**config.mk**
```make
export PLATFORM = sky130hd
export DESIGN_NAME = csa_resolve_pipe_flat
export DESIGN_NICKNAME = d
export VERILOG_FILES = /design/src/rtl/csa_resolve_pipe_if.sv /design/src/rtl/csa_resolve_pipe.sv /design/src/flat_wrapper.sv
export SDC_FILE = /design/constraint.sdc
export NUM_CORES = 1
export LEC_CHECK = 0
export CORE_UTILIZATION = 49
export CTS_CLUSTER_SIZE = 30
export DETAILED_ROUTE_END_ITERATION = 12
export GPL_TIMING_DRIVEN = 0
export HOLD_SLACK_MARGIN = 0.08
export PLACE_DENSITY = 0.77
export SLEW_MARGIN = 30
export SYNTH_ARGS = -nofsm -noshare
export SYNTH_HDL_FRONTEND = slang
export SYNTH_SLANG_ARGS = --single-unit
```
**constraint.sdc**
```tcl
create_clock -name clk -period 4.9 [get_ports clk]
set_input_delay 1.47 -clock clk [delete_from_list [all_inputs] [get_ports clk]]
set_output_delay 1.47 -clock clk [all_outputs]
set_load 0.03 [all_outputs]
```
**src/rtl/csa_resolve_pipe_if.sv**
```systemverilog
// Ready/valid channel pair for the carry-save resolve pipeline.
// The slave side is the pipeline. The master side is the producer/consumer around it.
interface csa_resolve_pipe_if #(
  parameter int unsigned K = 33
);
  logic         in_valid;
  logic         in_ready;
  logic [K-1:0] c;
  logic [K-1:0] s;
  logic         out_valid;
  logic         out_ready;
  logic [K-1:0] r;
  logic         cout;

  modport master (
    output in_valid, c, s, out_ready,
    input  in_ready, out_valid, r, cout
  );

  modport slave (
    input  in_valid, c, s, out_ready,
    output in_ready, out_valid, r, cout
  );
endinterface

```
**src/rtl/csa_resolve_pipe.sv**
```systemverilog
// Resolves a carry-save pair into r = (s + c) mod 2^K plus carry-out.
// Carry propagation is split into SEG-bit segments, one segment per elastic pipeline stage.
module csa_resolve_pipe #(
  parameter int unsigned K   = 33,
  parameter int unsigned SEG = 11
) (
  input logic                clk,
  input logic                rst,
  csa_resolve_pipe_if.slave  bus
);

  localparam int unsigned NSEG = (K + SEG - 1) / SEG;
  localparam int unsigned LAST = NSEG - 1;

  for (genvar j = 0; j < NSEG; j++) begin : g_st
    localparam int unsigned LO = j * SEG;
    localparam int unsigned W  = (j == LAST) ? (K - LO) : SEG;
    localparam int unsigned WS = W + 1;

    logic         vld_q, vld_d;
    logic         ld_c, src_vld_c;
    logic         cy_q, cy_d;
    logic [K-1:0] acc_q, acc_d;
    logic [K-1:0] a_c;
    logic [W-1:0] b_c;
    logic         ci_c;
    logic [W:0]   seg_c;

    // acc holds resolved low segments plus still-pending upper bits of s
    if (j == 0) begin : g_src
      assign src_vld_c = bus.in_valid;
      assign a_c       = bus.s;
      assign b_c       = bus.c[W-1:0];
      assign ci_c      = 1'b0;
    end else begin : g_src
      assign src_vld_c = g_st[j-1].vld_q;
      assign a_c       = g_st[j-1].acc_q;
      assign b_c       = g_st[j-1].g_cv.cv_q[W-1:0];
      assign ci_c      = g_st[j-1].cy_q;
    end

    // A stage may load when empty or when its content moves on this cycle
    if (j == LAST) begin : g_ld
      assign ld_c = ~vld_q | bus.out_ready;
    end else begin : g_ld
      assign ld_c = ~vld_q | g_st[j+1].ld_c;
    end

    assign seg_c = WS'(a_c[LO +: W]) + WS'(b_c) + WS'(ci_c);

    always_comb begin
      vld_d = vld_q;
      acc_d = acc_q;
      cy_d  = cy_q;
      if (ld_c) begin
        vld_d = src_vld_c;
      end
      if (ld_c && src_vld_c) begin
        acc_d          = a_c;
        acc_d[LO +: W] = seg_c[W-1:0];
        cy_d           = seg_c[W];
      end
    end

    always_ff @(posedge clk or posedge rst) begin
      if (rst) begin
        vld_q <= 1'b0;
        acc_q <= '0;
        cy_q  <= 1'b0;
      end else begin
        vld_q <= vld_d;
        acc_q <= acc_d;
        cy_q  <= cy_d;
      end
    end

    // Only the not-yet-consumed upper bits of c travel forward
    if (j < LAST) begin : g_cv
      localparam int unsigned CW = K - LO - W;

      logic [CW-1:0] cv_q, cv_d, cv_src_c;

      if (j == 0) begin : g_cs
        assign cv_src_c = bus.c[K-1:W];
      end else begin : g_cs
        assign cv_src_c = g_st[j-1].g_cv.cv_q[K-LO-1:W];
      end

      always_comb begin
        cv_d = cv_q;
        if (ld_c && src_vld_c) begin
          cv_d = cv_src_c;
        end
      end

      always_ff @(posedge clk or posedge rst) begin
        if (rst) begin
          cv_q <= '0;
        end else begin
          cv_q <= cv_d;
        end
      end
    end
  end

  assign bus.in_ready  = g_st[0].ld_c;
  assign bus.out_valid = g_st[LAST].vld_q;
  assign bus.r         = g_st[LAST].acc_q;
  assign bus.cout      = g_st[LAST].cy_q;

endmodule
```
**src/flat_wrapper.sv**
```systemverilog
// flat-port wrapper written by rule: the top's interface ports become plain ports
module csa_resolve_pipe_flat 
#(
  parameter int unsigned K   = 33,
  parameter int unsigned SEG = 11
)
  (clk, rst, bus_in_valid, bus_c, bus_s, bus_out_ready, bus_in_ready, bus_out_valid, bus_r, bus_cout);
  csa_resolve_pipe_if #(.K(K)) bus_i ();
  input logic clk;
  input logic rst;
  input wire logic [$bits(bus_i.in_valid)-1:0] bus_in_valid;
  input wire logic [$bits(bus_i.c)-1:0] bus_c;
  input wire logic [$bits(bus_i.s)-1:0] bus_s;
  input wire logic [$bits(bus_i.out_ready)-1:0] bus_out_ready;
  output wire logic [$bits(bus_i.in_ready)-1:0] bus_in_ready;
  output wire logic [$bits(bus_i.out_valid)-1:0] bus_out_valid;
  output wire logic [$bits(bus_i.r)-1:0] bus_r;
  output wire logic [$bits(bus_i.cout)-1:0] bus_cout;
  assign bus_i.in_valid = bus_in_valid;
  assign bus_i.c = bus_c;
  assign bus_i.s = bus_s;
  assign bus_i.out_ready = bus_out_ready;
  assign bus_in_ready = bus_i.in_ready;
  assign bus_out_valid = bus_i.out_valid;
  assign bus_r = bus_i.r;
  assign bus_cout = bus_i.cout;
  csa_resolve_pipe #(.K(K), .SEG(SEG)) u_core (.clk(clk), .rst(rst), .bus(bus_i));
endmodule
```
# == After elaboration in Yosys (flattened, before gate mapping) ==
# Cells that the tools add are included.
# word_totals
reg_bits,138
latchBits,0
mem_bits_rw,0
romBits,0
output_inout_bits,36
memories,0
# classes
addsub,5
n_mul,0
div,0
n_lt_le_gt_ge,0
n_eq_ne,0
shifts,0
mux,0
n_bitwise,6
reduce_logical,3
# ops
operator,n
11-bit by 11-bit adder with 12-bit output,3
12-bit by 1-bit adder with 12-bit output,2
1-bit logical AND,3
1-bit NOT,3
1-bit OR,3

# == Longest topological paths before layout ==
# depth
depth_word,5
mapped_depth,8
mapped_depth_nobuf,8

# == Least setup slack after synthesis ==
# No wires, ideal clock.
# synth_path
kind,in2out
start,input bus_out_ready
end,output bus_in_ready
arrival_ns,1.832
required_ns,3.430
path_slack_ns,1.598
cell_stages,1
n_path_buf,0
path_cell_list,nand4b_2
# synth_between
elab_chain_cells,3
# synth_rtl
item,line_no,text
"start, declared",flat_wrapper.sv:14,input wire logic [$bits(bus_i.out_ready)-1:0] bus_out_ready;
1-bit OR,csa_resolve_pipe.sv:44,assign ld_c = ~vld_q | bus.out_ready;
1-bit OR (2 in a row),csa_resolve_pipe.sv:46,assign ld_c = ~vld_q | g_st[j+1].ld_c;
"end, declared",flat_wrapper.sv:15,output wire logic [$bits(bus_i.in_ready)-1:0] bus_in_ready;
# No other way between the ends.

# == Worst setup path in the final report ==
# Ends and elaborated chain as after synthesis.

==> results.md <==
- Total Wirelength: 14800 µm
- Crit path buf inv count: 2
- Critical-path maximum fanout: 5
- Final clock skew: 8.83 ps
- GRT Overall Usage: 23.2%
- Total gr overflow: 0
- Synth warn: 0
- Post-Syn Area: about 0.0066 mm²
- Crit path time final: 4300 ps
- Core ar.: between 0.01 and 0.015 mm²
- Final core utilization: 66.5%
- Stages on the worst setup path: 3
- Number of global-route vias before repair: about 5300
- # DRC: 0
- Layout cells sized above 1: ~9.9%
- Post-CTS Resized: 0
- Clock slew at reported path FFs: approximately 60 ps
- CTS tree: built
- CTS Buf Count: 17
- Final Max Slew Viols: 0
- Max transition margin: 62.3%
- Most used cell, CP: clkdlybuf4s50_1
- Yosys cell types: 52
- Final hold violations: 0
- Final Setup Violations: 0
- Seq pwr share: 37.5%
- Hold-fix buffers, CTS: 0
- Synth Net Count: 737
- Starting DRT DRC Count: around 250
- Status: completed
- Antenna violations before repair: 0
- FF-to-FF path depth: 8
- Area grow syn2layout: 29.9%
- R2R setup slack: approximately 2700 ps
- Cell taking the most area after synthesis: dfrtp_1
- Synth top area cells: dfrtp_1, nand2_1, ha_1
- RSZ-0062 raised after global routing: false
- Vias per cell: roughly 5.3
- Pwr dens: ~510 mW/mm²
- Setup bufs post-CTS: 0
- Synth cell count leaders: nand2_1, dfrtp_1, mux2_1
- CTS sink cnt: approximately 140
- Required @ worst endpoint: roughly 3400 ps
- Nets: roughly 870
- Maximum VDD drop: 391 µV
- CP endpoint kind: output port
- Ant. Diodes: 0
- Pin count of the biggest net entering global routing: 33
- Full die area: ~0.014 mm²
- Crit-path cells: clkdlybuf4s50_1 -> nand4b_2 -> clkdlybuf4s50_1
- Final hold slack: 467 ps
- DR pass1 iterations: 4
- Die span in y: about 120 µm
- Crit path arrival time: about 2800 ps
- First-pass GRT wire length: 25100 µm
- Prevailing post-synth register cell: dfrtp_1
- Reg-to-Reg End: u_core.g_st[1].acc_q[21]$_DFFE_PP0P_
- Path type of the worst min-delay path: register to register
- DR WL/cell: ~16 µm
- HPWL after detailed placement: around 11000 µm
- Psw: approximately 1.5 mW
- Asr flop ratio synth: between 90% and 100%
- DRT antenna net count: 0
- I/O Pins: roughly 110
- LEAKAGE: 3.97 nW
- Dpl cells: around 900
- Filler Cell Count: slightly above 1000
- Port bufs: about 110
- Post-route clock period utilization: 87.8%
- Clock power frac: approximately 30%
- DIE WIDTH: around 120 µm
- Cells after Synth: between 600 and 700
- CTS root buffer: clkbuf_16
- Int Power: around 2.9 mW
- CP Class: primary input to output port
- Crit path max-delay cell type: clkdlybuf4s50_1
- Post-synth EDFFs: 0
- Fmax: around 230 MHz
- RR Startpoint: u_core.g_st[0].g_cv.cv_q[0]$_DFFE_PP0P_
- Combinational share of power: 32.5%
- H-tree Lvls: 4
- Syn_area_per_cell: between 10 and 15 µm²
- Slowest stage delay, CP: ~700 ps
- Row count: 41
- Most frequent cell after synthesis: nand2_1
- Sum Neg Setup Slack: 0 ps
- Placer Congestion: approximately 0.83
- Critical Path Start: bus_out_ready
- Layout Cells excl Fill: between 900 and 1000
- Worst-Margin Slew: roughly 570 ps
- Initial core utilization: between 50% and 60%
- CTS max path bufs: 2
- CP endpoint: bus_in_ready
- Total of max-cap violations: 0
- Worst Setup Start Kind: primary input
- Sequential area share after synthesis: a little over half
- Switching Share: 33.8%
- Largest delay share family, worst path: buffers and inverters
- Area share of the largest cell type after synthesis: between 50% and 60%
- Worst-Skew Late Latency: between 400 and 500 ps
- Register bit total from synthesis: between 100 and 150
- Vias: 4952
flip-flops by register name, indices dropped and copies added (netlist names):
name                   cells
u_core.bus.r              33
u_core.g_st.cy_q           2
u_core.bus.out_valid       1
u_core.g_st.vld_q          2
u_core.g_st.g_cv.cv_q     33
u_core.g_st.acc_q         66
u_core.bus.cout            1
layer usage:
layer	track usage (%)	vias up	part of all wire, %
met1	27.7	2380	43
li1	-	2408	-
met4	9.21	0	2.2
met3	5.14	28	3.8
met5	0	-	0
met2	40.4	136	51
worst register-to-register path, stage by stage (launching register included):
cell and delay, ps:
dfrtp_1 400, fa_1 490, inv_1 90, fa_1 200
nand2b_1 160, a21oi_2 90, o21ai_1 200, a211oi_1 90
or3b_1 340
cell type report:
cell class                      instances  area, µm²  share of cell area, %
Sequential cell                       138       3450                   40.5
Multi-Input combinational cell        457       2940                   34.4
Timing Repair Buffer                  109       1130                   13.3
Clock buffer                           21        470                   5.52
Tap cell                              172        215                   2.52
Clock inverter                         10        140                   1.64
Buffer                                 24        133                   1.56
Inverter                               12       48.8                  0.572
how the worst min path moves through the flow:
stage	end	depth (start not counted)	slack, ps	start
floorplan	u_core.bus.r[21]$_DFFE_PP0P_	2	430	u_core.g_st[1].acc_q[21]$_DFFE_PP0P_
global placement	u_core.g_st[1].g_cv.cv_q[10]$_DFFE_PP0P_	2	440	u_core.g_st[0].g_cv.cv_q[21]$_DFFE_PP0P_
detailed placement	u_core.g_st[1].acc_q[30]$_DFFE_PP0P_	2	450	u_core.g_st[0].acc_q[30]$_DFFE_PP0P_
CTS	u_core.bus.r[19]$_DFFE_PP0P_	2	460	u_core.g_st[1].acc_q[19]$_DFFE_PP0P_
global route	u_core.bus.r[7]$_DFFE_PP0P_	2	480	u_core.bus.r[7]$_DFFE_PP0P_
finish	u_core.bus.r[19]$_DFFE_PP0P_	2	470	u_core.g_st[1].acc_q[19]$_DFFE_PP0P_
metrics by stage:
step / power (mW) / instance area, µm² / setup slack, ps
2_1_floorplan: 2.55 / 6570 / 1600
5_1_grt: 4.63 / 8530 / 575
3_5_place_dp: 3.08 / 7920 / 591
4_1_cts: 4.41 / 8530 / 591
6_report: 4.39 / 8530 / 596
3_3_place_gp: 3.01 / 7840 / 600
power groups by stage:
stage	registers (mW)	clock network, mW	logic [mW]
floorplan	1.84	0	0.709
global placement	1.64	0	1.37
detailed placement	1.66	0	1.42
CTS	1.65	1.33	1.44
global route	1.68	1.38	1.56
finish	1.65	1.32	1.43
placed cells by master, fill, tap and decap left out, drive strengths merged, types with 2 or more instances in the layout:
cell type and n:
xor2 12, nand3b 2, o31ai 3, inv 13, xnor2 5, a211oi 7
ha 31, nor2 9, o311ai 2, bufinv 3, a31oi 2, nand2 208
clkinvlp 4, a21o 12, clkinv 2, nand3 11, clkbuf 31, o21ai 29
and2 6, nand4 4, clkdlybuf4s50 105, mux2 46, a211o 3, o21bai 3
dfrtp 138, buf 18, o211ai 7, fa 5, o21a 6, a21oi 23
nand2b 8
cell families (layout without fill, tap and decap cells):
family | count (synthesis) | after routing | synth area share, %
simple gates | 254 | 254 | 15.9
flops | 138 | 138 | 52.6
compound gates | 103 | 103 | 11.0
mux | 47 | 47 | 8.04
fa+ha+maj | 36 | 36 | 7.43
buf+inv | 36 | 176 | 2.71
xor+xnor | 17 | 17 | 2.27
No activity file was read; power rests on OpenSTA's default activity.
